File: src/rtl/boron_pkg.sv
// Shared BORON constants: block geometry, 4-bit S-box tables and the sequencer state enum.
// The inverse table is only referenced when BORON_SBOX_INV_EN is defined.
package boron_pkg;

  localparam int BLOCK_W   = 64;
  localparam int NIB_W     = 4;
  localparam int NIBBLES   = 16;
  localparam int NIB_IDX_W = $clog2(NIBBLES);

  localparam logic [NIB_W-1:0] SBOX_FWD [NIBBLES] = '{
    4'hE, 4'h4, 4'hB, 4'h1, 4'h7, 4'h9, 4'hC, 4'hA,
    4'hD, 4'h2, 4'h0, 4'hF, 4'h8, 4'h5, 4'h3, 4'h6
  };

  localparam logic [NIB_W-1:0] SBOX_INV [NIBBLES] = '{
    4'hA, 4'h3, 4'h9, 4'hE, 4'h1, 4'hD, 4'hF, 4'h4,
    4'hC, 4'h5, 4'h7, 4'h2, 4'h6, 4'h8, 4'h0, 4'hB
  };

  typedef enum logic [1:0] {
    IDLE = 2'd0,
    RUN  = 2'd1,
    DONE = 2'd2
  } state_t;

endpackage

File: src/rtl/boron_sbox_seq_if.sv
// Handshake bundle for boron_sbox_seq: input valid/ready, output valid/ready, busy.
// The mode wire exists only when BORON_SBOX_INV_EN is defined.
interface boron_sbox_seq_if;
  import boron_pkg::*;

  logic               in_valid;
  logic               in_ready;
  logic [BLOCK_W-1:0] in_data;
`ifdef BORON_SBOX_INV_EN
  logic               mode;
`endif
  logic               out_valid;
  logic               out_ready;
  logic [BLOCK_W-1:0] out_data;
  logic               busy;

  modport master (
`ifdef BORON_SBOX_INV_EN
    output mode,
`endif
    output in_valid, in_data, out_ready,
    input  in_ready, out_valid, out_data, busy
  );

  modport slave (
`ifdef BORON_SBOX_INV_EN
    input  mode,
`endif
    input  in_valid, in_data, out_ready,
    output in_ready, out_valid, out_data, busy
  );

endinterface

File: src/rtl/boron_sbox4.sv
// Combinational 4-bit BORON substitution; dir=0 forward, dir=1 inverse.
// Tie dir low to leave only the forward table after constant propagation.
module boron_sbox4
  import boron_pkg::*;
(
  input  logic [NIB_W-1:0] din,
  input  logic             dir,
  output logic [NIB_W-1:0] dout
);

  assign dout = dir ? SBOX_INV[din] : SBOX_FWD[din];

endmodule

File: src/rtl/boron_sbox_seq.sv
// Sequenced BORON S-box layer: substitutes SB_PER_CYC nibbles per cycle over 16/SB_PER_CYC beats.
// Define BORON_SBOX_INV_EN to add the mode input and inverse-table selection.
module boron_sbox_seq
  import boron_pkg::*;
#(
  parameter int SB_PER_CYC = 4
)
(
  input  logic               clk,
  input  logic               rst,
  boron_sbox_seq_if.slave    bus
);

  localparam int N     = NIBBLES / SB_PER_CYC;
  localparam int CNT_W = (N > 1) ? $clog2(N) : 1;

  generate
    if (!(SB_PER_CYC == 1 || SB_PER_CYC == 2 || SB_PER_CYC == 4 ||
          SB_PER_CYC == 8 || SB_PER_CYC == 16)) begin : g_bad_param
      $error("boron_sbox_seq: SB_PER_CYC must be 1, 2, 4, 8 or 16");
    end
  endgenerate

  state_t             state, state_nxt;
  logic [CNT_W-1:0]   cnt;
  logic [BLOCK_W-1:0] work, work_nxt;
  logic               last_beat;
  logic               dir;

  logic [NIB_IDX_W-1:0] nib_idx [SB_PER_CYC];
  logic [NIB_W-1:0]     sb_in   [SB_PER_CYC];
  logic [NIB_W-1:0]     sb_out  [SB_PER_CYC];

`ifdef BORON_SBOX_INV_EN
  logic mode_q;

  always_ff @(posedge clk or posedge rst) begin
    if (rst)
      mode_q <= 1'b0;
    else if (state == IDLE && bus.in_valid)
      mode_q <= bus.mode;
  end

  assign dir = mode_q;
`else
  assign dir = 1'b0;
`endif

  assign last_beat = (cnt == CNT_W'(N - 1));

  always_ff @(posedge clk or posedge rst) begin
    if (rst)
      state <= IDLE;
    else
      state <= state_nxt;
  end

  always_comb begin
    state_nxt = state;
    case (state)
      IDLE:    if (bus.in_valid)  state_nxt = RUN;
      RUN:     if (last_beat)     state_nxt = DONE;
      DONE:    if (bus.out_ready) state_nxt = IDLE;
      default:                    state_nxt = IDLE;
    endcase
  end

  // Handshake outputs come straight from the state register, never from the inputs.
  assign bus.in_ready  = (state == IDLE);
  assign bus.out_valid = (state == DONE);
  assign bus.busy      = (state == RUN) || (state == DONE);
  assign bus.out_data  = work;

  // Beat k works on nibbles k*SB_PER_CYC .. k*SB_PER_CYC+SB_PER_CYC-1.
  for (genvar g = 0; g < SB_PER_CYC; g++) begin : g_sb
    assign nib_idx[g] = NIB_IDX_W'((int'(cnt) * SB_PER_CYC + g) % NIBBLES);
    assign sb_in[g]   = work[{nib_idx[g], 2'b00} +: NIB_W];

    boron_sbox4 u_sbox4 (
      .din  (sb_in[g]),
      .dir  (dir),
      .dout (sb_out[g])
    );
  end

  always_comb begin
    work_nxt = work;
    for (int j = 0; j < SB_PER_CYC; j++)
      work_nxt[{nib_idx[j], 2'b00} +: NIB_W] = sb_out[j];
  end

  always_ff @(posedge clk or posedge rst) begin
    if (rst) begin
      cnt  <= '0;
      work <= '0;
    end else begin
      case (state)
        IDLE: if (bus.in_valid) begin
          work <= bus.in_data;
          cnt  <= '0;
        end
        RUN: begin
          work <= work_nxt;
          cnt  <= cnt + CNT_W'(1);
        end
        default: ;
      endcase
    end
  end

endmodule

File: src/flat_wrapper.sv
// flat-port wrapper written by rule: the top's interface ports become plain ports
module boron_sbox_seq_flat import boron_pkg::*;
#(
  parameter int SB_PER_CYC = 4
)
  (clk, rst, bus_in_valid, bus_in_data, bus_out_ready, bus_in_ready, bus_out_valid, bus_out_data, bus_busy);
  boron_sbox_seq_if bus_i ();
  input  logic clk;
  input  logic rst;
  input wire logic [$bits(bus_i.in_valid)-1:0] bus_in_valid;
  input wire logic [$bits(bus_i.in_data)-1:0] bus_in_data;
  input wire logic [$bits(bus_i.out_ready)-1:0] bus_out_ready;
  output wire logic [$bits(bus_i.in_ready)-1:0] bus_in_ready;
  output wire logic [$bits(bus_i.out_valid)-1:0] bus_out_valid;
  output wire logic [$bits(bus_i.out_data)-1:0] bus_out_data;
  output wire logic [$bits(bus_i.busy)-1:0] bus_busy;
  assign bus_i.in_valid = bus_in_valid;
  assign bus_i.in_data = bus_in_data;
  assign bus_i.out_ready = bus_out_ready;
  assign bus_in_ready = bus_i.in_ready;
  assign bus_out_valid = bus_i.out_valid;
  assign bus_out_data = bus_i.out_data;
  assign bus_busy = bus_i.busy;
  boron_sbox_seq #(.SB_PER_CYC(SB_PER_CYC)) u_core (.clk(clk), .rst(rst), .bus(bus_i));
endmodule
File: config.mk
export PLATFORM = sky130hd
export DESIGN_NAME = boron_sbox_seq_flat
export DESIGN_NICKNAME = d
export VERILOG_FILES = /design/src/rtl/boron_pkg.sv /design/src/rtl/boron_sbox_seq_if.sv /design/src/rtl/boron_sbox4.sv /design/src/rtl/boron_sbox_seq.sv /design/src/flat_wrapper.sv
export SDC_FILE = /design/constraint.sdc
export NUM_CORES = 1
export LEC_CHECK = 0
export ABC_AREA = 0
export CAP_MARGIN = 20
export CORE_UTILIZATION = 50
export DETAILED_ROUTE_END_ITERATION = 12
export GPL_TIMING_DRIVEN = 0
export MAX_ROUTING_LAYER = met4
export PLACE_DENSITY = 0.84
export SLEW_MARGIN = 20
export SYNTH_ARGS = -nofsm -noshare
export SYNTH_HDL_FRONTEND = slang
export SYNTH_SLANG_ARGS = --single-unit
File: constraint.sdc
create_clock -name clk -period 3.5 [get_ports clk]
set_input_delay 0.35 -clock clk [delete_from_list [all_inputs] [get_ports clk]]
set_output_delay 0.35 -clock clk [all_outputs]
set_load 0.01 [all_outputs]
==> results summary <==
The routability congestion estimate from global placement came out at 0.988. The library cells used most frequently in the layout, excluding fill and tap cells, are sky130_fd_sc_hd__clkdlybuf4s50_1 (134), sky130_fd_sc_hd__dfrtp_1 (68), sky130_fd_sc_hd__nor2_1 (60). The total stage count of the critical path came out at 9.

The switching power is 4.06 mW. The number of warnings reported in the yosys synthesis log is 0. The worst-skew pair later-pin latency is ~0.36 ns. The maximum number of pins on one net before global-route repair came out at 43. The largest clock skew in the final design is 0.0158 ns. The first global-routing pass estimated 25600 µm of wire. The via count of the first global-routing pass is 4815. The die outline area came out at around 9300 µm². The headroom to the max-slew limit is 27.9%. The power per standard cell area came out at 1310 nW/µm². The number of distinct library cell variants in the gate-level netlist after synthesis came out at 34.

The worst hold path class is input port to async pin. Data on the critical path is required at its endpoint by around 3.8 ns. In the final layout, the share of cells above drive strength 1 is 8.31%.

The cell count after synthesis came out at between 400 and 500. Walking the worst path, the cells encountered are buf_2 > buf_4 > buf_4 > inv_1 > ha_1 > inv_1 > nor4_1 > nand2_1 > o22ai_1. The leading cell type in the layout, fill and taps excluded is sky130_fd_sc_hd__clkdlybuf4s50_1. The total wire length after detailed routing came out at 16500 µm. The area of all placed cells without fillers is approximately 6200 µm². The overall die width is 96.6 µm. The sequential fraction of the synthesis area is 38.0%. The final global-route overflow total came out at 0.

The met3 demand-to-capacity share in global routing is 7.59%. The half-perimeter wire length of the detailed placement result is around 12000 µm. Registers take around 1700 µm². Of all flip-flops after synthesis, the portion carrying an async set or reset was between 90% and 100%. The core utilization of the finished layout came out at slightly above 70%. STA classifies the critical path endpoint as a flip-flop.

The hold buffer count at cts came out at 0. The highest clock rate is 293 MHz. The layer flagged by global routing as most heavily used is met2. The number of buffer cells added on primary ports came out at 134.

Sorting the synthesized cells by area gives the leading types as sky130_fd_sc_hd__dfrtp_1 (38%), sky130_fd_sc_hd__mux4_2 (6.5%), sky130_fd_sc_hd__nor4_1 (5.7%). The data arrival at the endpoint of the critical path is 3.67 ns. The floorplan has 34 rows. After layout, the design draws a total of roughly 8.1 mW. The critical path in this run is classified as flip-flop to flip-flop. After synthesis the netlist holds a flip-flop and latch count of a little under 70. The leakage power came out at between 2 and 2.5 nW.

The startpoint of the worst-slack reg-to-reg timing path is u_core.cnt[1]. The global-route met2 utilization came out at 53.0%. The synthesized area per cell is 9.42 µm². The leading register cell type out of synthesis is sky130_fd_sc_hd__dfrtp_1.

The number of clock buffers inserted by TritonCTS is 9. The cell type of the slowest stage on the worst timing path is sky130_fd_sc_hd__nor4_1. The number of nets produced by synthesis is 562. The pre-antenna-repair detailed-routing pass consisted of 5 iterations. The total negative slack came out at 0 ns. For flop-to-flop paths, the worst setup slack is 0.09 ns. The share of total power consumed by net switching came out at 50.2%.

The buffer count from post-CTS setup fixing is 0. The worst setup path startpoint is u_core.cnt[1]. In this design, the largest share of critical-path delay is due to simple AND/OR/NAND/NOR gates.

In the routed design, unresolved DRC markers number 0. Setup repair after global routing left no endpoint under its margin. The worst-case IR drop observed on VDD is 0.000604 V. The post-synthesis cell area came out at 4480 µm². The maximum fanout encountered on the critical timing path came out at 10.

The most critical setup path has its endpoint at u_core.bus.out_data[31]. STA classifies the critical path startpoint as a flip-flop. The count of final max-slew check failures came to 0. For this run, the slowest stage of the critical path takes 0.82 ns. The synthesis-to-finish area growth came out at 38.2%. The sequential power share is 19.8%. TritonCTS built the clock tree.

The number of filler cells placed in the layout is 657. The internal portion of the total power is a little over 4 mW. The count of endpoints failing hold in the final timing report is 0.

The vertical extent of the die came out at 96.6 µm. The root buffer cell is sky130_fd_sc_hd__clkbuf_8. The number of max-capacitance violations reported came out at 0. The detailed-route wire length per cell came out at 22.5 µm. The via total after detailed routing came out at 4902. The multi-input combinational cells in the finished layout cover a total of 2500 µm². The clock drives 68 sinks. The effective utilization at floorplan is 51.6%.

The number of antenna violations at the first check in global routing is 0. The clock passes through at most 2 buffers. The worst register-to-register path ends at u_core.bus.out_data[31]. The met1 usage in global routing is 47.2%. The total I/O pin count is 135.

The count of buffering cells on the critical path with inverters included came out at 5. The worst path uses between 90% and 100% of the clock period. The clock tree synthesis step divided the H-tree into 3 levels.

The number of endpoints failing setup at the final stage came out at 0. The core outline area came out at slightly below 9000 µm². The time the worst path needs with I/O delays and setup came out at roughly 3.4 ns. For this block, the initial DRC count from the detailed router was 720.

The register clock-pin slew on the reported worst setup and hold paths came out at about 0.08 ns. The proportion of netlist area held by the largest area contributor came out at 38.0%. The largest total area in the synthesized netlist belongs to sky130_fd_sc_hd__dfrtp_1. The net count of the finished layout is 708. The combined global-route utilization of all metal layers is between 30% and 40%. The number of cell instances on the worst register-to-register path came out at 9. After detailed placement, the total cell area comes to roughly 6000 µm². The post-cts sizing count is 0.

The clock power share is 8.8%. The number of enable-type register cells in the synthesized netlist is 0. Using the TritonRoute via totals, the vias-per-cell ratio works out to 6.68. 0 antenna diodes ended up in the layout. The flow ran to the end, and the final reports show no timing, DRC or antenna violations. The combinational share of power came out at roughly 70%. The actual transition at the worst max-transition pin came out at 1.07 ns. Once detail routing completed, the nets flagged for antenna violations numbered 0.
-- worst min path at each step --
stage / start / to
6_report: rst / u_core.bus.out_data[51]
4_1_cts: rst / u_core.bus.out_data[51]
3_5_place_dp: u_core.bus.out_data[2] / u_core.bus.out_data[2]
3_3_place_gp: u_core.bus.out_data[1] / u_core.bus.out_data[1]
2_1_floorplan: bus_in_data[32] / u_core.bus.out_data[32]
5_1_grt: rst / u_core.bus.out_data[38]
-- sequential cells by signal (all words and copies together), names as in the netlist --
signal	count
u_core.bus.out_data	64
u_core.cnt	2
u_core.state	2
-- layout make-up --
| type | count | share of cell area [%] |
|---|---|---|
| multi-input combinational | 347 | 40.5 |
| sequential | 68 | 27.5 |
| timing repair buffer | 135 | 22.0 |
| buffer | 32 | 2.69 |
| clock buffer | 11 | 2.45 |
| tap | 108 | 2.18 |
| inverter | 28 | 1.74 |
| clock inverter | 5 | 0.951 |
-- logic make-up after synthesis --
| group | share of synthesized area (%) |
|---|---|
| AOI/OAI and AO/OA | 14.5 |
| muxes | 15.2 |
| DFF | 38.0 |
| xor gates and xnor gates | 1.57 |
| and+or+nand+nor | 19.3 |
| adders and majority gates | 5.31 |
| buffers and inverters | 6.06 |
-- power by group through the flow --
stage | registers [mW] | logic, mW | clock network [mW]
finish | 1.60 | 5.77 | 0.712
global route | 1.63 | 6.15 | 0.728
CTS | 1.58 | 5.64 | 0.697
detailed placement | 1.59 | 5.56 | 0
global placement | 1.57 | 5.33 | 0
floorplan | 1.66 | 3.44 | 0
-- synth_stat cells, types with 7 or more instances --
cell type,instances
sky130_fd_sc_hd__clkbuf_1,19
sky130_fd_sc_hd__o21ai_0,8
sky130_fd_sc_hd__mux2i_1,17
sky130_fd_sc_hd__dfrtp_1,68
sky130_fd_sc_hd__nor3b_1,10
sky130_fd_sc_hd__nor2_1,60
sky130_fd_sc_hd__mux4_1,7
sky130_fd_sc_hd__nor2b_1,16
sky130_fd_sc_hd__ha_1,19
sky130_fd_sc_hd__o22ai_1,40
sky130_fd_sc_hd__mux4_2,13
sky130_fd_sc_hd__a21oi_1,49
sky130_fd_sc_hd__inv_1,27
sky130_fd_sc_hd__nor4_1,41
sky130_fd_sc_hd__xnor2_1,8
sky130_fd_sc_hd__nand2_1,16
sky130_fd_sc_hd__nor3_1,12
-- per-layer routing --
metal  wire [µm]  part of all wire, %  up-vias
li1            -                    -     2053
met1        6130                   37     2287
met2        7400                   45      439
met3        2070                   12      123
met4         947                  5.7        0
met5           0                    0        -
-- stage by stage --
stage	worst slack, ns	cells	hold slack, ns
final	0.0875	734	0.324
after global placement	0.268	717	0.508
after global routing	0.237	734	0.356
after detailed placement	0.410	718	0.521
after floorplan	1.14	475	0.506
after CTS	0.368	734	0.343
Power figures use the tool's default switching activity.
